[src/rtl/seq_stepper_pkg.sv]
// Shared definitions for the six-position display sequencer.
// Position codes are stored as {state[3], state[2], state[1]}.
// Codes with state[1] = 0 and state[2] = 0 (3'b000, 3'b100) are illegal.
package seq_stepper_pkg;

    // Position encodings for state[3:1]
    localparam logic [2:0] POS_A = 3'b101;
    localparam logic [2:0] POS_B = 3'b001;
    localparam logic [2:0] POS_C = 3'b110;
    localparam logic [2:0] POS_D = 3'b011;
    localparam logic [2:0] POS_E = 3'b111;
    localparam logic [2:0] POS_F = 3'b010;

    // Displayed values
    localparam logic [2:0] VAL_3 = 3'd3;
    localparam logic [2:0] VAL_5 = 3'd5;
    localparam logic [2:0] VAL_6 = 3'd6;
    localparam logic [2:0] VAL_2 = 3'd2;

    localparam int NUM_POS = 6;

    // Position index (0 = A .. 5 = F) to state[3:1] encoding.
    // Out-of-range indices fall back to A.
    function automatic logic [2:0] pos_encode(input logic [2:0] idx);
        logic [2:0] code;
        case (idx)
            3'd0:    code = POS_A;
            3'd1:    code = POS_B;
            3'd2:    code = POS_C;
            3'd3:    code = POS_D;
            3'd4:    code = POS_E;
            3'd5:    code = POS_F;
            default: code = POS_A;
        endcase
        return code;
    endfunction

endpackage

[src/rtl/seq_stepper_next.sv]
// Combinational next-position logic for seq_stepper.
// Maps (state[3:1], dir) to the following position. An illegal code always
// recovers to A, whatever the direction. Bit 0 (spare) passes straight through.
// The wrap output flags an F->A (up) or A->F (down) transition.
module seq_next
    import seq_stepper_pkg::*;
(
    input  logic [3:0] state,
    input  logic       dir,
    output logic [3:0] next_state,
    output logic       wrap
);

    logic [2:0] cur_s;
    logic [2:0] nxt_s;

    assign cur_s = state[3:1];

    // Sequence successor/predecessor lookup with illegal-code recovery
    always_comb begin
        nxt_s = POS_A;
        wrap  = 1'b0;
        case (cur_s)
            POS_A: begin
                if (dir) begin
                    nxt_s = POS_F;
                    wrap  = 1'b1;
                end else begin
                    nxt_s = POS_B;
                    wrap  = 1'b0;
                end
            end
            POS_B: begin
                if (dir) begin
                    nxt_s = POS_A;
                end else begin
                    nxt_s = POS_C;
                end
            end
            POS_C: begin
                if (dir) begin
                    nxt_s = POS_B;
                end else begin
                    nxt_s = POS_D;
                end
            end
            POS_D: begin
                if (dir) begin
                    nxt_s = POS_C;
                end else begin
                    nxt_s = POS_E;
                end
            end
            POS_E: begin
                if (dir) begin
                    nxt_s = POS_D;
                end else begin
                    nxt_s = POS_F;
                end
            end
            POS_F: begin
                if (dir) begin
                    nxt_s = POS_E;
                    wrap  = 1'b0;
                end else begin
                    nxt_s = POS_A;
                    wrap  = 1'b1;
                end
            end
            default: begin
                // Illegal code (only reachable by an upset): go home, no wrap
                nxt_s = POS_A;
                wrap  = 1'b0;
            end
        endcase
    end

    assign next_state = {nxt_s, state[0]};

endmodule

[src/rtl/seq_stepper.sv]
// Six-position sequence stepper (A..F, displaying 3,3,3,5,6,2).
// Owns the state register feeding the downstream next-state decoder and
// display. Steps on a rising edge of step_btn or on each prescaler tick when
// auto_en is set; hold freezes state, prescaler and button edge history.
// Build option SEQ_SYNC_EN: step_btn, dir and auto_en pass through a 2-flop
// synchronizer first (manual step becomes visible 3 cycles after the input rises).
module seq_stepper
    import seq_stepper_pkg::*;
#(
    parameter int PRESCALE = 4,
    parameter int INIT_POS = 0
)
(
    input  logic       clk,
    input  logic       rst_n,
    input  logic       step_btn,
    input  logic       dir,
    input  logic       auto_en,
    input  logic       hold,
    output logic [3:0] state,
    output logic [2:0] value,
    output logic [5:0] pos,
    output logic       step_done,
    output logic       wrap
);

    localparam int            CW         = (PRESCALE > 1) ? $clog2(PRESCALE) : 1;
    localparam logic [CW-1:0] CNT_MAX    = CW'(PRESCALE - 1);
    localparam logic [CW-1:0] CNT_ONE    = CW'(1);
    localparam logic [CW-1:0] CNT_ZERO   = CW'(0);
    localparam logic [3:0]    INIT_STATE = {pos_encode(3'(INIT_POS)), 1'b0};

    logic          btn_s;
    logic          dir_s;
    logic          auto_s;

    logic          btn_q_r;
    logic [CW-1:0] cnt_r;
    logic [3:0]    state_r;
    logic          step_done_r;
    logic          wrap_r;

    logic          req_s;
    logic          tick_s;
    logic          step_s;
    logic [3:0]    next_state_s;
    logic          next_wrap_s;

`ifdef SEQ_SYNC_EN
    logic [1:0] btn_sync_r;
    logic [1:0] dir_sync_r;
    logic [1:0] auto_sync_r;

    // Two-stage synchronizers for the asynchronous control inputs
    always_ff @(posedge clk or negedge rst_n) begin
        if (!rst_n) begin
            btn_sync_r  <= 2'b00;
            dir_sync_r  <= 2'b00;
            auto_sync_r <= 2'b00;
        end else begin
            btn_sync_r  <= {btn_sync_r[0], step_btn};
            dir_sync_r  <= {dir_sync_r[0], dir};
            auto_sync_r <= {auto_sync_r[0], auto_en};
        end
    end

    assign btn_s  = btn_sync_r[1];
    assign dir_s  = dir_sync_r[1];
    assign auto_s = auto_sync_r[1];
`else
    assign btn_s  = step_btn;
    assign dir_s  = dir;
    assign auto_s = auto_en;
`endif

    // Step request: button rising edge or prescaler tick, both masked by hold
    always_comb begin
        req_s  = btn_s & ~btn_q_r & ~hold;
        tick_s = auto_s & ~hold & (cnt_r == CNT_MAX);
        step_s = req_s | tick_s;
    end

    seq_next u_next (
        .state      (state_r),
        .dir        (dir_s),
        .next_state (next_state_s),
        .wrap       (next_wrap_s)
    );

    // Button edge history; frozen under hold so a held press survives release
    always_ff @(posedge clk or negedge rst_n) begin
        if (!rst_n) begin
            btn_q_r <= 1'b0;
        end else if (hold) begin
            btn_q_r <= btn_q_r;
        end else begin
            btn_q_r <= btn_s;
        end
    end

    // Auto-step prescaler: parked at 0 while auto is off, frozen under hold
    always_ff @(posedge clk or negedge rst_n) begin
        if (!rst_n) begin
            cnt_r <= CNT_ZERO;
        end else if (hold) begin
            cnt_r <= cnt_r;
        end else if (!auto_s) begin
            cnt_r <= CNT_ZERO;
        end else if (tick_s) begin
            cnt_r <= CNT_ZERO;
        end else begin
            cnt_r <= cnt_r + CNT_ONE;
        end
    end

    // State register and step/wrap strobes aligned with the new state
    always_ff @(posedge clk or negedge rst_n) begin
        if (!rst_n) begin
            state_r     <= INIT_STATE;
            step_done_r <= 1'b0;
            wrap_r      <= 1'b0;
        end else if (step_s) begin
            state_r     <= next_state_s;
            step_done_r <= 1'b1;
            wrap_r      <= next_wrap_s;
        end else begin
            state_r     <= state_r;
            step_done_r <= 1'b0;
            wrap_r      <= 1'b0;
        end
    end

    // Display value and one-hot position decoded from the state register
    always_comb begin
        value = VAL_3;
        pos   = 6'b000000;
        case (state_r[3:1])
            POS_A: begin
                value = VAL_3;
                pos   = 6'b000001;
            end
            POS_B: begin
                value = VAL_3;
                pos   = 6'b000010;
            end
            POS_C: begin
                value = VAL_3;
                pos   = 6'b000100;
            end
            POS_D: begin
                value = VAL_5;
                pos   = 6'b001000;
            end
            POS_E: begin
                value = VAL_6;
                pos   = 6'b010000;
            end
            POS_F: begin
                value = VAL_2;
                pos   = 6'b100000;
            end
            default: begin
                value = VAL_3;
                pos   = 6'b000000;
            end
        endcase
    end

    assign state     = state_r;
    assign step_done = step_done_r;
    assign wrap      = wrap_r;

endmodule

[config.mk]
export PLATFORM = sky130hd
export DESIGN_NAME = seq_stepper
export DESIGN_NICKNAME = d
export VERILOG_FILES = /design/src/rtl/seq_stepper_pkg.sv /design/src/rtl/seq_stepper_next.sv /design/src/rtl/seq_stepper.sv
export SDC_FILE = /design/constraint.sdc
export NUM_CORES = 1
export LEC_CHECK = 0
export ABC_AREA = 1
export BUFFER_PORTS_ARGS = -buffer_cell sky130_fd_sc_hd__clkbuf_2
export CAP_MARGIN = 30
export CELL_PAD_IN_SITES_DETAIL_PLACEMENT = 0
export CELL_PAD_IN_SITES_GLOBAL_PLACEMENT = 1
export CORE_ASPECT_RATIO = 0.9
export CORE_MARGIN = 1
export CORE_UTILIZATION = 31
export DETAILED_ROUTE_END_ITERATION = 10
export PLACE_DENSITY_LB_ADDON = 0.1
export SYNTH_ARGS = -nofsm -noshare
export SYNTH_HDL_FRONTEND = slang
export SYNTH_SLANG_ARGS = --single-unit
[constraint.sdc]
create_clock -name clk -period 3.1 [get_ports clk]
set_clock_uncertainty 0.05 [all_clocks]
set_input_delay 0.62 -clock clk [delete_from_list [all_inputs] [get_ports clk]]
set_output_delay 0.62 -clock clk [all_outputs]
set_load 0.005 [all_outputs]
==> run summary <==
Outcome: completed
Worst Hold Class: input port to async pin
Clk sink count: 8
Startpoint types: flip-flop
Clock buffer count from CTS: 3
Final hold viol count: 0
Vias after detailed routing: 417
Fin worst setup slack: 1.13 ns
Endpoints failing setup: 0
Worst VDD drop: 0.000415 V
Core Rows: 12
Synth area leader: dfrtp_1
CTS Hold Bufs: 0
R2r startpoint: cnt_r[0]$_DFFE_PN0N_
Distinct cells, synth: 16
Violation count after the first detailed-route iteration: 4
H-Tree Depth: 1
Tot GR Track Use: 0.144
Tmin final: 1.97 ns
Area contributors post-synth: dfrtp_1, nand2_1, dfstp_2
Largest family of logic cells by synthesized area: simple AND/OR/NAND/NOR gates
Max_cap viols: 0
Routed len/inst: 9.52 microns
Io pins: 21
Post-synth EDFFs: 0
Max Fclk: 0.508 GHz
Antenna Nets Post-Route: 0
Number of global-route vias before repair: 342
Crit Reg-Reg Endpoint: state[3]$_DFFE_PN1P_
Simple-Gate Fraction of Synth Area: 0.359
Post-synthesis register bit count: 8
Final net count: 91
Endpoint type of the worst setup path: output port
GR Overflow Total: 0
R2r worst-path depth: 4
Crit Path Class: flip-flop to output port
CTS tree: yes
Post-Route WL: 923 microns
Period utilisation layout: 0.635
Worst skew pair latency: 0.26 ns
Post-synthesis xor/xnor area fraction: 0
Critical Path Slowest Stage Cell: dfstp_2
Slew Viols, Final: 0
First-pass DRT Iterations: 2
Clk root buf: clkbuf_4
Crit path largest cell delay: 0.61 ns
Seq/Total Area, Yosys: 0.454
Total Neg Setup Slack: 0 ns
Number of setup buffers added after CTS: 0
Crit path arrival time: 1.30 ns
Complex-gate fraction of the synthesized area: 0.0504
Adder-cell share of the synthesized area: 0.0280
Placer congestion estimate: 0.700
DP Worst Slack: 1.40 ns
Commonest non-fill, non-tap cell in the layout: clkbuf_2
Pin count of the biggest net entering global routing: 9
Die width: 42.0 microns
Static Leak: 0.000340 uW
P&R area growth vs syn: 29.4%
Initial antenna violation count: 0
Crit Path Max Fanout: 8
DR DRC count: 0
Core Area: 1290 sq um
Pwr/cell area: 760 nW/um^2
Initial core utilization: 0.346
YS warnings: 0
Via density per instance: 4.30
Worst path cell trace: inv_2, nand3_1, inv_1, nor2_1, clkbuf_2
First-pass GRT wire length: 1540 microns
Mux cell area share after synthesis: 0
Die height: 38.0 microns
Synth top area share: 0.336
Fraction of registers with async set or reset after synthesis: 1.00
Clk slew on worst S/H paths: 0.06 ns
CP Data Required Time: 2.43 ns
RSZ-0062 raised after global routing: no
Flop-to-flop setup slack: 1.97 ns
Inserted Diodes: 0
Ratio of cells with drive above 1 in the final layout: 0.386
Most frequent cells in the layout: clkbuf_2, nand2_1, nand3_1
DPL Wire Length: 721 microns
Die ar.: 1600 sq um
PostCTS Resize Cnt: 0
Clock Path Buffers: 2
Input/output buffers: 19
Synth Flop Type: dfrtp_1
Post-synthesis cell area: 447 sq um
Synthesized Nets: 68
Mean Syn Cell Area: 7.32 sq um
Post-Syn Instances: 61
-- stage by stage --
stage          std cells  utilization  total power [uW]  hold slack [ns]  cell area [sq um]
4_1_cts               97        0.448               447            0.143                578
2_1_floorplan         61            -               275            0.274                447
5_1_grt               97        0.448               482            0.142                578
3_3_place_gp          93        0.427               360            0.424                552
6_report              97        0.448               440            0.146                578
3_5_place_dp          93        0.427               358            0.424                552
-- power by group --
part	internal [uW]	switching [uW]
combinational	76.6	103
clock	49.2	35.2
sequential	137	38.6
total	263	177
-- final cells by class --
type,count,area (sq um)
well taps,14,17.5
clock buffers,4,26.3
fillers,139,713
inverters,10,37.5
flip-flops and latches,8,203
multi-input cells,42,199
repair buffers,19,95.1
-- worst max-delay path, delay by kind of cell, from the launching register on --
kind | cells | cell delay [ns]
and+or+nand+nor | 2 | 0.19
buffers and inverters | 3 | 0.26
DFF | 1 | 0.61
-- cells in the mapped netlist (2+ instances only) --
master and number:
inv_1 6, nand2_2 4, nand3_1 9, inv_2 3
nor2_1 5, nand2_1 16, dfstp_2 2, dfrtp_1 6
o21ai_0 3
-- registers in the layout, summed over array words and instances (netlist names) --
name	flops
state	3
step_done	1
wrap	1
cnt_r	2
btn_q_r	1
-- worst max-delay path by stage --
stage | from | to | slack [ns] | cells after the start
floorplan | state[3]$_DFFE_PN1P_ | value[0] | 1.52 | 4
global placement | state[3]$_DFFE_PN1P_ | value[0] | 1.38 | 5
detailed placement | state[3]$_DFFE_PN1P_ | value[0] | 1.40 | 5
CTS | state[3]$_DFFE_PN1P_ | value[0] | 1.11 | 5
global route | state[3]$_DFFE_PN1P_ | value[0] | 1.03 | 5
finish | state[3]$_DFFE_PN1P_ | value[0] | 1.13 | 5
-- metal layers --
layer | wire (microns) | GRT usage | vias to the layer above
li1 | - | - | 233
met5 | 0 | 0 | -
met1 | 490 | 0.188 | 171
met3 | 60 | 0.0991 | 0
met4 | 0 | 0.0703 | 0
met2 | 373 | 0.172 | 13
-- kinds of logic after synthesis --
| family | after synthesis |
|---|---|
| AO/OA/AOI/OAI | 4 |
| adder cells (fa/ha/maj) | 1 |
| buffers and inverters | 11 |
| flip-flops | 8 |
| other | 1 |
| AND/OR/NAND/NOR | 36 |
(Power assumes the default switching activity.)
